$ cat src/rtl/alpu_issue_pipe.sv
// ---------------------------------------------------------------------------
// alpu_issue_pipe
//
// Two-stage issue/retire wrapper around the external ALPU combinational
// datapath. An incoming op is decoded into the datapath control word when it
// is accepted and held in the issue register (S1). S1 drives the datapath
// directly. The datapath result is captured into the retire register (S2) on
// the S1->S2 transfer. An architectural carry flag is kept for ADC.
//
// Ports:
//   clk, reset            clock, synchronous active-high reset
//   in_valid/in_ready     op input handshake (in_op, in_a, in_b, in_tag)
//   alu_a/alu_b/alu_ctrl/alu_cin   to the combinational datapath
//   alu_out/alu_cout               from the combinational datapath
//   out_valid/out_ready   result handshake (out_data, out_tag, out_cout, out_err)
//   carry_flag            architectural carry flag
//
// Handshake rule, both sides: a transfer happens on a rising edge where
// valid & ready are both high. A producer holds valid and its payload
// steady until that transfer. Ready may depend combinationally on the
// downstream ready (out_ready -> in_ready), never on in_valid.
// ---------------------------------------------------------------------------
module alpu_issue_pipe #(
  parameter int REG_WIDTH = 16,
  parameter int TAG_WIDTH = 4
) (
  input  logic                 clk,
  input  logic                 reset,
  input  logic                 in_valid,
  output logic                 in_ready,
  input  logic [3:0]           in_op,
  input  logic [REG_WIDTH-1:0] in_a,
  input  logic [REG_WIDTH-1:0] in_b,
  input  logic [TAG_WIDTH-1:0] in_tag,
  output logic [REG_WIDTH-1:0] alu_a,
  output logic [REG_WIDTH-1:0] alu_b,
  output logic [7:0]           alu_ctrl,
  output logic                 alu_cin,
  input  logic [REG_WIDTH-1:0] alu_out,
  input  logic                 alu_cout,
  output logic                 out_valid,
  input  logic                 out_ready,
  output logic [REG_WIDTH-1:0] out_data,
  output logic [TAG_WIDTH-1:0] out_tag,
  output logic                 out_cout,
  output logic                 out_err,
  output logic                 carry_flag
);

  localparam logic [3:0] OP_ADD   = 4'h0;
  localparam logic [3:0] OP_ADC   = 4'h1;
  localparam logic [3:0] OP_SUB   = 4'h2;
  localparam logic [3:0] OP_AND   = 4'h3;
  localparam logic [3:0] OP_OR    = 4'h4;
  localparam logic [3:0] OP_XOR   = 4'h5;
  localparam logic [3:0] OP_NOT   = 4'h6;
  localparam logic [3:0] OP_NAND  = 4'h7;
  localparam logic [3:0] OP_NOR   = 4'h8;
  localparam logic [3:0] OP_XNOR  = 4'h9;
  localparam logic [3:0] OP_PASSB = 4'hA;

  // ---------------- state ----------------
  logic                 s1_valid_q, s1_valid_d;
  logic [REG_WIDTH-1:0] s1_a_q,     s1_a_d;
  logic [REG_WIDTH-1:0] s1_b_q,     s1_b_d;
  logic [7:0]           s1_ctrl_q,  s1_ctrl_d;
  logic                 s1_adc_q,   s1_adc_d;
  logic                 s1_arith_q, s1_arith_d;
  logic                 s1_err_q,   s1_err_d;
  logic [TAG_WIDTH-1:0] s1_tag_q,   s1_tag_d;

  logic                 out_valid_q, out_valid_d;
  logic [REG_WIDTH-1:0] out_data_q,  out_data_d;
  logic [TAG_WIDTH-1:0] out_tag_q,   out_tag_d;
  logic                 out_cout_q,  out_cout_d;
  logic                 out_err_q,   out_err_d;
  logic                 carry_flag_q, carry_flag_d;

  // ---------------- decode ----------------
  logic [7:0] dec_ctrl;
  logic       dec_adc;
  logic       dec_arith;
  logic       dec_err;
  logic       dec_zero_a;

  always_comb begin
    dec_ctrl   = 8'h00;
    dec_adc    = 1'b0;
    dec_arith  = 1'b0;
    dec_err    = 1'b0;
    dec_zero_a = 1'b0;
    case (in_op)
      OP_ADD:   begin dec_ctrl = 8'h2C; dec_arith = 1'b1; end
      OP_ADC:   begin dec_ctrl = 8'h2C; dec_arith = 1'b1; dec_adc = 1'b1; end
      OP_SUB:   begin dec_ctrl = 8'hAC; dec_arith = 1'b1; end
      OP_AND:   dec_ctrl = 8'h22;
      OP_OR:    dec_ctrl = 8'h32;
      OP_XOR:   dec_ctrl = 8'h04;
      OP_NOT:   dec_ctrl = 8'h44;
      OP_NAND:  dec_ctrl = 8'h23;
      OP_NOR:   dec_ctrl = 8'h33;
      OP_XNOR:  dec_ctrl = 8'h05;
      // PASSB reuses the OR control word with a zeroed A operand.
      OP_PASSB: begin dec_ctrl = 8'h32; dec_zero_a = 1'b1; end
      default:  dec_err = 1'b1;
    endcase
  end

  // ---------------- flow control ----------------
  logic s2_free;
  logic s1_adv;
  logic in_fire;

  assign s2_free  = !out_valid_q || out_ready;
  assign s1_adv   = s1_valid_q && s2_free;
  // Held low during reset so nothing is accepted on the clearing edge.
  assign in_ready = !reset && (!s1_valid_q || s1_adv);
  assign in_fire  = in_valid && in_ready;

  // ---------------- next state ----------------
  always_comb begin
    s1_valid_d   = s1_valid_q;
    s1_a_d       = s1_a_q;
    s1_b_d       = s1_b_q;
    s1_ctrl_d    = s1_ctrl_q;
    s1_adc_d     = s1_adc_q;
    s1_arith_d   = s1_arith_q;
    s1_err_d     = s1_err_q;
    s1_tag_d     = s1_tag_q;
    out_valid_d  = out_valid_q;
    out_data_d   = out_data_q;
    out_tag_d    = out_tag_q;
    out_cout_d   = out_cout_q;
    out_err_d    = out_err_q;
    carry_flag_d = carry_flag_q;

    // S1: reload on accept, empty on advance without a new op.
    if (in_fire) begin
      s1_valid_d = 1'b1;
      s1_a_d     = dec_zero_a ? '0 : in_a;
      s1_b_d     = in_b;
      s1_ctrl_d  = dec_ctrl;
      s1_adc_d   = dec_adc;
      s1_arith_d = dec_arith;
      s1_err_d   = dec_err;
      s1_tag_d   = in_tag;
    end else if (s1_adv) begin
      s1_valid_d = 1'b0;
    end

    // S2: reload on S1 advance (also covers a same-cycle retire), else
    // drain on consumer accept.
    if (s1_adv) begin
      out_valid_d = 1'b1;
      out_data_d  = s1_err_q ? '0 : alu_out;
      out_tag_d   = s1_tag_q;
      out_cout_d  = s1_arith_q && alu_cout;
      out_err_d   = s1_err_q;
      if (s1_arith_q) begin
        carry_flag_d = alu_cout;
      end
    end else if (out_ready) begin
      out_valid_d = 1'b0;
    end
  end

  always_ff @(posedge clk) begin
    if (reset) begin
      s1_valid_q   <= 1'b0;
      s1_a_q       <= '0;
      s1_b_q       <= '0;
      s1_ctrl_q    <= 8'h00;
      s1_adc_q     <= 1'b0;
      s1_arith_q   <= 1'b0;
      s1_err_q     <= 1'b0;
      s1_tag_q     <= '0;
      out_valid_q  <= 1'b0;
      out_data_q   <= '0;
      out_tag_q    <= '0;
      out_cout_q   <= 1'b0;
      out_err_q    <= 1'b0;
      carry_flag_q <= 1'b0;
    end else begin
      s1_valid_q   <= s1_valid_d;
      s1_a_q       <= s1_a_d;
      s1_b_q       <= s1_b_d;
      s1_ctrl_q    <= s1_ctrl_d;
      s1_adc_q     <= s1_adc_d;
      s1_arith_q   <= s1_arith_d;
      s1_err_q     <= s1_err_d;
      s1_tag_q     <= s1_tag_d;
      out_valid_q  <= out_valid_d;
      out_data_q   <= out_data_d;
      out_tag_q    <= out_tag_d;
      out_cout_q   <= out_cout_d;
      out_err_q    <= out_err_d;
      carry_flag_q <= carry_flag_d;
    end
  end

  // ---------------- outputs ----------------
  assign alu_a      = s1_a_q;
  assign alu_b      = s1_b_q;
  assign alu_ctrl   = s1_ctrl_q;
  // Live flag, so an ADC right behind an ADD sees the freshly written carry.
  assign alu_cin    = s1_adc_q && carry_flag_q;
  assign out_valid  = out_valid_q;
  assign out_data   = out_data_q;
  assign out_tag    = out_tag_q;
  assign out_cout   = out_cout_q;
  assign out_err    = out_err_q;
  assign carry_flag = carry_flag_q;

endmodule
$ cat config.mk
export PLATFORM = sky130hd
export DESIGN_NAME = alpu_issue_pipe
export DESIGN_NICKNAME = d
export VERILOG_FILES = /design/src/rtl/alpu_issue_pipe.sv
export SDC_FILE = /design/constraint.sdc
export NUM_CORES = 1
export LEC_CHECK = 0
export ABC_CLOCK_PERIOD_IN_PS = 3400
export BUFFER_PORTS_ARGS = -buffer_cell sky130_fd_sc_hd__buf_2
export CORE_AREA = 2 2 79 89
export DETAILED_ROUTE_END_ITERATION = 16
export DIE_AREA = 0 0 81 91
export GPL_TIMING_DRIVEN = 0
export PLACE_DENSITY = 0.78
export SLEW_MARGIN = 0
export SYNTH_ARGS = -nofsm -noshare
export SYNTH_HDL_FRONTEND = slang
export SYNTH_SLANG_ARGS = --single-unit
$ cat constraint.sdc
create_clock -name clk -period 3.4 [get_ports clk]
set_clock_uncertainty 0.2 [all_clocks]
set_input_delay 0.68 -clock clk [delete_from_list [all_inputs] [get_ports clk]]
set_output_delay 0.68 -clock clk [all_outputs]
set_load 0.005 [all_outputs]
==> flow_summary.toml <==
[yosys]
synth-seq-cells = 72
synth_area_per_cell_um2 = 9.11
synth-seq-area-share_pct = 48.4
synth-edff-count = 0
netlist_area_mm2 = 0.00298
ys_warn_count = 0
synthFlopType = "dfxtp_1"
syn_inst = 327
synthArstFlopShare_pct = 0
syn_nets = 388
synth_cell_types = 31

[route]
final_antenna_net_count = 0
vias = 2936
drc = 0
vias_per_cell = 5.37
avgRoutedWirePerCell_um = 14.5
drt_pass1_iterations = 4
routed_wl_mm = 7.95
initialDrtViolationCount = 210

[cts]
clk_pin_slew_ns = 0.07
cts_tree = "done"
clock_latency_ns = 0.33
cts_hold_buf = 0
root_buffer = "clkbuf_8"
htree_levels = 3
post_cts_resized = 0
cts.sinks = 72
cts_max_path_buffers = 2
numCtsBuffers = 9
postCtsSetupBuffers = 0

[global_routing]
grtUsageMet2_pct = 34.6
grt_util_all_layers_pct = 21.8
grt.busiest_layer = "met2"
first_global_vias = 2843
grt_overflow = 0
grt_pass1_wl_mm = 12.7
grtUsageMet3_pct = 6.66
grt_max_degree = 13
use_met1_pct = 27.2
antenna_found_initial = 0

[floorplan]
io_pins = 127
fp.dieW_um = 81
die-height_um = 91
start_util_pct = 46.2
dieArea_mm2 = 0.00737
fp-row-count = 31
core_mm2 = 0.00644

[timing]
tightest_slew_ns = 0.458
hold_viol = 0
fin_setup_tns_ns = 0
fin_crit_sh_pct = 82.4
fin_crit_ns = 2.80
setup_violations = 0
rsz0062_at_grt = "no"
slew_violations = 0
relSlewSlack_pct = 69.5
max_freq_ghz = 0.357

[pwr]
vdd_drop_max_v = 0.000283
pwr-share-comb_pct = 12.5
power.density_mw_per_mm2 = 450
switching_share_pct = 25.7
p_int_uw = 1300
leakage_uw = 0.00170
pwr-share-clk_pct = 35.4
switchingPower_uw = 448
seqPwrFrac_pct = 52.0

[cells_and_area]
fin_util_pct = 60.2
final_common_cell = "buf_2"
diodes = 0
drive_above_1_share_pct = 35.9
final_cell_mix = "buf_2, dfxtp_1, a21oi_1"
stdcell_area_mm2 = 0.00387
area_delta_synth_final_pct = 30.1
final_nets = 521

[placed_design]
gp_congestion = 0.846
portBuffers = 122
postPlaceCellArea_mm2 = 0.00369
dp_hpwl_mm = 5.75

[worst_setup_path]
crit_required_ns = 2.52
path_buf_inv = 5
crit_family = "buffers and inverters"
end_kind = "output pin"
max_stage_delay_ns = 0.35
cp-start-kind = "input pin"
cp_max_fo = 10
arrival_ns = 1.92
crit_slowest_cell = "clkbuf_1"
cpMostUsedCell = "buf_2"
critPathKind = "in -> out"
worstPathCellList = "buf_2, clkbuf_1, buf_2, buf_2, nor2_1, buf_2"

[outcome]
status = "finished clean"

[worst_hold_path]
hold_path.class = "reg -> reg"

[run]
drv_cap = 0
## sequential cells by signal (all words and copies together), names as in the netlist
signal / flops
alu_ctrl: 8
out_valid: 1
carry_flag: 1
out_cout: 1
s1_adc_q: 1
s1_tag_q: 4
s1_err_q: 1
out_tag: 4
s1_arith_q: 1
out_data: 16
out_err: 1
alu_b: 16
s1_valid_q: 1
alu_a: 16
## cell usage after synthesis (all sizes together), types with 2 or more instances
cell type / number / area [um2]
a211oi: 3 / 22.5
a21oi: 51 / 255
a311oi: 2 / 17.5
a41o: 2 / 20.0
buf: 10 / 53.8
clkbuf: 25 / 96.3
dfxtp: 72 / 1440
inv: 8 / 30.0
mux2: 20 / 225
nand2: 2 / 7.51
nand2b: 3 / 18.8
nand3: 6 / 30.0
nand4: 21 / 131
nand4b: 16 / 140
nor2: 3 / 11.3
nor2b: 26 / 163
o21ai: 48 / 240
## worst reg2reg max path, cell delays in order (launching register included)
cell,delay [ns]
dfxtp_1,0.33
buf_6,0.12
nand3b_1,0.30
nand2_1,0.17
buf_2,0.27
mux2_2,0.37
## per-stage QoR
| stage | power [uW] | hold slack, ns | setup WS, ns | instances |
|---|---|---|---|---|
| after detailed placement | 1140 | 0.262 | 0.574 | 531 |
| after floorplan | 1040 | 0.239 | 1.10 | 327 |
| final | 1740 | 0.273 | 0.597 | 547 |
| after CTS | 1760 | 0.272 | 0.572 | 547 |
| after global routing | 1830 | 0.295 | 0.459 | 547 |
| after global placement | 1140 | 0.253 | 0.589 | 531 |
## power groups by stage
stage	Combinational (uW)	Clock, uW	Sequential, uW
after floorplan	114	0	929
after detailed placement	218	0	927
final	219	618	908
after CTS	219	633	908
after global routing	243	670	913
after global placement	213	0	925
## final cells by class
cell class              instances  area, um2
fillers                       612       2560
inverters                       8       30.0
flip-flops and latches         72       1440
multi-input cells             212       1360
plain buffers                  35        150
clock buffers                  11        151
repair buffers                122        611
clock inverters                 5       31.3
well taps                      82        103
## routing by layer
metal | part of all wire, % | wire, um
met5 | 0 | 0
met4 | 1.8 | 147
met3 | 7.5 | 596
met2 | 48 | 3800
met1 | 43 | 3410
## kinds of logic (layout without fill, tap and decap cells)
logic type,after synthesis,count (layout),share of synthesized area [%]
AOI/OAI and AO/OA,109,109,19.5
muxes,20,20,7.56
and+or+nand+nor,83,83,18.5
buffers and inverters,43,181,6.05
DFF,72,72,48.4
## final timing paths
kind	from	end	slack (ns)	depth (start not counted)
setup / recovery	reset	in_ready	0.60	6
hold / removal	out_data[5]	out_data[5]	0.27	2
setup reg to reg	s1_valid_q	alu_b[10]	1.53	5
hold reg to reg	out_data[5]	out_data[5]	0.27	2
(Power assumes the default switching activity.)
